## config.mk

```make
export PLATFORM = sky130hd
export DESIGN_NAME = fifo_rd_stream
export DESIGN_NICKNAME = d
export VERILOG_FILES = /design/src/rtl/fifo_rd_stream.sv
export SDC_FILE = /design/constraint.sdc
export NUM_CORES = 1
export LEC_CHECK = 0
export CAP_MARGIN = 0
export CORE_MARGIN = 1
export CORE_UTILIZATION = 40
export DETAILED_ROUTE_END_ITERATION = 8
export PLACE_DENSITY = 0.64
export SYNTH_ARGS = -nofsm -noshare
export SYNTH_HDL_FRONTEND = slang
export SYNTH_SLANG_ARGS = --single-unit
export TNS_END_PERCENT = 1
```

## constraint.sdc

```tcl
create_clock -name clk -period 6.4 [get_ports clk]
set_input_delay 1.6 -clock clk [delete_from_list [all_inputs] [get_ports clk]]
set_output_delay 1.6 -clock clk [all_outputs]
set_load 0.03 [all_outputs]
```

## src/rtl/fifo_rd_stream.sv

```systemverilog
// Read-side drain engine: pulls words from a fifo_ctrl + sync-read RAM pair and
// presents them on a valid/ready stream through a 2-entry skid buffer.
module fifo_rd_stream #(
   parameter int DATA_WIDTH = 8
) (
   input  logic                  clk,
   input  logic                  rst,
   input  logic                  flush,
   input  logic                  fifo_empty,
   output logic                  fifo_rd_en,
   input  logic [DATA_WIDTH-1:0] fifo_rdata,
   output logic                  out_valid,
   input  logic                  out_ready,
   output logic [DATA_WIDTH-1:0] out_data,
   output logic [1:0]            buf_cnt
);

   logic [1:0]            cnt_reg;
   logic [1:0]            cnt_next;
   logic                  inflight_reg;
   logic [DATA_WIDTH-1:0] slot_reg  [2];
   logic [DATA_WIDTH-1:0] slot_next [2];

   logic       pop;
   logic       push;
   logic [1:0] wr_idx;
   logic [2:0] occ;

   assign out_valid = (cnt_reg != 2'd0);
   assign pop       = out_valid && out_ready;
   assign push      = inflight_reg && !flush;

   // Occupancy once the in-flight word lands and this cycle's pop leaves;
   // requesting only below 2 guarantees every returning word has a slot.
   assign occ        = {1'b0, cnt_reg} + {2'b00, inflight_reg} - {2'b00, pop};
   assign fifo_rd_en = !rst && !flush && !fifo_empty && (occ < 3'd2);

   // Tail position for an arriving word after the head has (maybe) shifted out.
   assign wr_idx = cnt_reg - {1'b0, pop};

   always_comb begin
      cnt_next = cnt_reg;
      if (flush) begin
         cnt_next = 2'd0;
      end else begin
         cnt_next = cnt_reg + {1'b0, push} - {1'b0, pop};
      end
   end

   genvar gi;
   generate
      for (gi = 0; gi < 2; gi++) begin : gen_slot
         logic [DATA_WIDTH-1:0] shift_src;
         if (gi == 1) begin : gen_top
            assign shift_src = slot_reg[gi];
         end else begin : gen_lower
            assign shift_src = slot_reg[gi+1];
         end
         assign slot_next[gi] = (push && (wr_idx == 2'(gi))) ? fifo_rdata :
                                pop                           ? shift_src  :
                                                                slot_reg[gi];
      end
   endgenerate

   always_ff @(posedge clk) begin
      if (rst) begin
         cnt_reg      <= 2'd0;
         inflight_reg <= 1'b0;
         slot_reg[0]  <= '0;
         slot_reg[1]  <= '0;
      end else begin
         cnt_reg      <= cnt_next;
         inflight_reg <= fifo_rd_en;
         slot_reg[0]  <= slot_next[0];
         slot_reg[1]  <= slot_next[1];
      end
   end

   assign out_data = slot_reg[0];
   assign buf_cnt  = cnt_reg;

   // Protocol invariants that the occupancy rule above is meant to uphold.
   a_no_rd_when_empty : assert property (@(posedge clk) disable iff (rst)
      fifo_empty |-> !fifo_rd_en);
   a_cnt_range : assert property (@(posedge clk) disable iff (rst)
      cnt_reg <= 2'd2);
   a_no_overflow : assert property (@(posedge clk) disable iff (rst)
      (push && !pop) |-> (cnt_reg < 2'd2));
   a_hold : assert property (@(posedge clk) disable iff (rst)
      (out_valid && !out_ready && !flush) |=> (out_valid && $stable(out_data)));

endmodule

```

# Word level (Yosys, flattened, before mapping)
# Memories as Yosys holds them, arrays and structs flattened.
# Cells that the tools add are included.
# totals
register_bits	3
ram_bits	16
inputBits	13
wordCells	33
mem_count	1
# op_classes
n_addsub	5
magnitude_cmp	1
eq_ne	1
mux	8
bitwise_logic	2
n_reduce_logical	13
# mem_list
memory	words	width	rd	rd_ports_with_merged_regs	write_ports	line	text
slot_reg	2	8	2	0	2	21	logic [DATA_WIDTH-1:0] slot_reg [2];
# ops
op	n
$mux 8	5
$logic_and 1x1->1	7
$sub 2x1->2	2
$add 2x1->3	1
$logic_not 1->1	3
$lt 3x2->1 const B	1
$mux 1	3
$sub 3x1->3	1
$add 2x1->2	1
$eq 2x1->1 const B	1
$logic_not 2->1	1
$or 1x1->1	2
$reduce_bool 2->1	1
$reduce_or 2->1	1

# Longest topological paths before layout
# depth
word_depth	7
ltp_mapped	7
ltp_nobuf	6

# Worst setup path before layout
# OpenSTA, ideal clock, no wires.
# synth_timing
kind	input to output
from	input out_ready
to	output fifo_rd_en
arrival_ps	3742
t_required_ps	4800
setup_slack_ps	1058
stages	6
path_buffers	1
cell_sequence	o21ai_0 buf_2 nor2_1 fa_1 xor2_1 nor4b_1
# synth_via
elab_chain_len	4
# synth_lines
item	line	text
start: declaration	13	input logic out_ready,
$logic_and 1x1->1	30	assign pop = out_valid && out_ready;
$sub 3x1->3	35	assign occ = {1'b0, cnt_reg} + {2'b00, inflight_reg} - {2'b00, pop};
$lt 3x2->1	36	assign fifo_rd_en = !rst && !flush && !fifo_empty && (occ < 3'd2);
$logic_and 1x1->1	36	
end: declaration	10	output logic fifo_rd_en,
# Every way passes these cells.

# Final worst setup path
# Same ends and word-level chain as after synthesis.

==> out/qor.yml <==
placement:
  placed_cell_area_um2: 1270
  io_buffers: 24
  routabilityCongestion: 0.737
  dp_cells: 146
  hpwl_um: 1420
logic_synthesis:
  ys.flop_type: "dfxtp_1"
  synth_edf_count: 0
  synthTopCellsByCount: "dfxtp_1, mux2i_1, nand2b_1"
  avgSynthCellArea_um2: 10.4
  syn-num-nets: 113
  synth_top_area_share_pct: 37.4
  synth_most_common_cell: "dfxtp_1"
  synth_cell_type_count: 26
  yosysTopAreaCell: "dfxtp_1"
  synth-seq-cells: 19
  yosysSeqAreaShare_pct: 37.4
  synthArstFlopShare_pct: 0
  netlist_instances: 98
  synthTopCellsByArea: "dfxtp_1, mux2i_1, a211oi_2, nand2b_1, nor3_1"
  yosysWarnings: 0
  syn_area_um2: 1020
timing:
  setup_viol: 0
  fin_tns_setup_ns: 0
  tightest_slew_ns: 0.767
  hold_slack_ns: 0.482
  fmax_ghz: 0.181
  final-max-slew-violation-count: 0
  relSlewSlack_pct: 48.9
  min_period_ns: 5.54
  hold_viol: 0
  rsz0062_at_grt: "no"
  period_share_pct: 86.5
  finClkSkew_ns: 0.00161
route:
  ant_nets: 0
  post-route-drc-count: 0
  wl_um: 2040
  viasPerCell: 5.13
  firstDrtPassIters: 4
  initialDrtViolationCount: 10
  wl_per_cell_um: 13.6
  vias: 770
clock_network:
  clock_latency_ns: 0.30
  numCtsBuffers: 3
  cts-root-buf: "clkbuf_4"
  clk_pin_slew_ns: 0.10
  cts_tree: "built"
  cts_hold_buf: 0
  post_cts_buffers: 0
  cts.sinks: 19
  cts_buffer_depth: 2
  post_cts_resized: 0
  h-tree-depth: 1
setup_path:
  required_ns: 4.80
  arrival_ns: 3.94
  worstSetupEndpointType: "primary output"
  rr_startpoint: "buf_cnt[0]"
  critPathSlowestCell: "clkdlybuf4s50_1"
  reg2reg_to: "slot_reg[0][4]"
  worstPathCellList: "clkdlybuf4s50_1 > xor2_1 > nand2_1 > fa_1 > xor2_1 > nor4b_1 > clkdlybuf4s50_1"
  path_class: "input pin to primary output"
  startpoint_type: "input pin"
  r2r_slack_ns: 4.36
  r2r_cells: 3
  path_max_fanout: 5
  worst_path_largest_cell_delay_ns: 0.72
grt:
  grt_pass1_wl_um: 3460
  grt_max_degree: 25
  antenna_found_initial: 0
  overflow: 0
  grt_pass1_vias: 795
  grt_use_total_pct: 17.9
final_layout:
  largest_reg_flops: 16
  multiInputGateArea_um2: 593
  nets: 138
  areaGrowthSynthToFinish_pct: 27.3
  n_fill_cell: 240
  finalNonFillerCells: 150
  diodes: 0
  finish.instance_area_um2: 1290
  regArea_um2: 380
  drive_gt1_share_pct: 14.8
floorplan:
  placeableCoreArea_um2: 2300
  die_h_um: 52.4
  dieWidth_um: 52.4
  start_util_pct: 44.2
  rows: 17
  io_pins: 25
  dieArea_um2: 2750
pwr:
  p_leak_nw: 0.492
  p_per_area_nw_per_um2: 168
  peakVddDrop_mv: 0.129
  p_total_mw: 0.217
worst_hold_path:
  hold_depth: 2
  hold_end: "slot_reg[0][14]"
  hold_start: "slot_reg[0][14]"
  hold_path_class: "flop to flop"
flow_run:
  maxCapViolCount: 0
outcome:
  status: "complete, no violations"
[where the power goes]
part | switching [mW] | internal, mW
clock | 0.0369 | 0.0243
combinational | 0.0161 | 0.0176
sequential | 0.00172 | 0.121
total | 0.0547 | 0.162
[worst max-delay path by stage]
stage / startpoint / endpoint / slack [ns] / cells after the start
after floorplan: out_ready / fifo_rd_en / 1.06 / 6
after global placement: out_ready / fifo_rd_en / 0.90 / 7
after detailed placement: out_ready / fifo_rd_en / 0.87 / 7
after CTS: out_ready / fifo_rd_en / 0.86 / 7
after global routing: out_ready / fifo_rd_en / 0.70 / 7
final: out_ready / fifo_rd_en / 0.86 / 7
[logic make-up (layout without fill, tap and decap cells)]
| group | count (synthesis) | after routing | synth area share [%] |
|---|---|---|---|
| and+or+nand+nor | 38 | 38 | 23.0 |
| xor gates and xnor gates | 4 | 4 | 3.45 |
| adders and majority gates | 2 | 2 | 3.20 |
| buffers and inverters | 7 | 31 | 4.19 |
| AOI/OAI and AO/OA | 12 | 12 | 12.9 |
| DFF | 19 | 19 | 37.4 |
| muxes | 16 | 16 | 15.8 |
[through the flow]
stage               setup WS (ns)  utilization [%]
floorplan                    1.06                -
global placement            0.897             55.2
detailed placement          0.870             55.2
CTS                         0.856             56.3
global route                0.704             56.3
finish                      0.862             56.3
[per-layer routing]
metal	global-route usage [%]	share of wire [%]	up-vias
li1	-	-	392
met1	22.7	50	356
met2	28.9	44	20
met3	6.38	5.1	2
met4	3.95	0.69	0
met5	0	0	-
[cells in the final DEF (no fill, tap or decap), types with 2 or more instances in the layout]
cell and instances:
buf_4 2, nor2_1 2, nor4b_1 2, clkdlybuf4s50_1 24, nand2b_1 16, or2_2 2, dfxtp_1 19, nor3_1 8
a211oi_2 8, mux2i_1 16, xor2_1 4, clkbuf_4 3
[final cells by class]
type / count / area share (%)
repair buffers: 26 / 19.7
clock buffers: 4 / 2.03
flip-flops and latches: 19 / 29.4
inverters: 1 / 0.290
multi-input cells: 72 / 45.8
well taps: 28 / 2.71
[worst max-delay path: cells and delay by family]
kind	cells	cell delay (ns)
xor gates and xnor gates	2	0.31
and+or+nand+nor	2	0.37
adders and majority gates	1	0.38
buffers and inverters	2	1.27
Note: power is estimated with default switching activity, not from simulation.
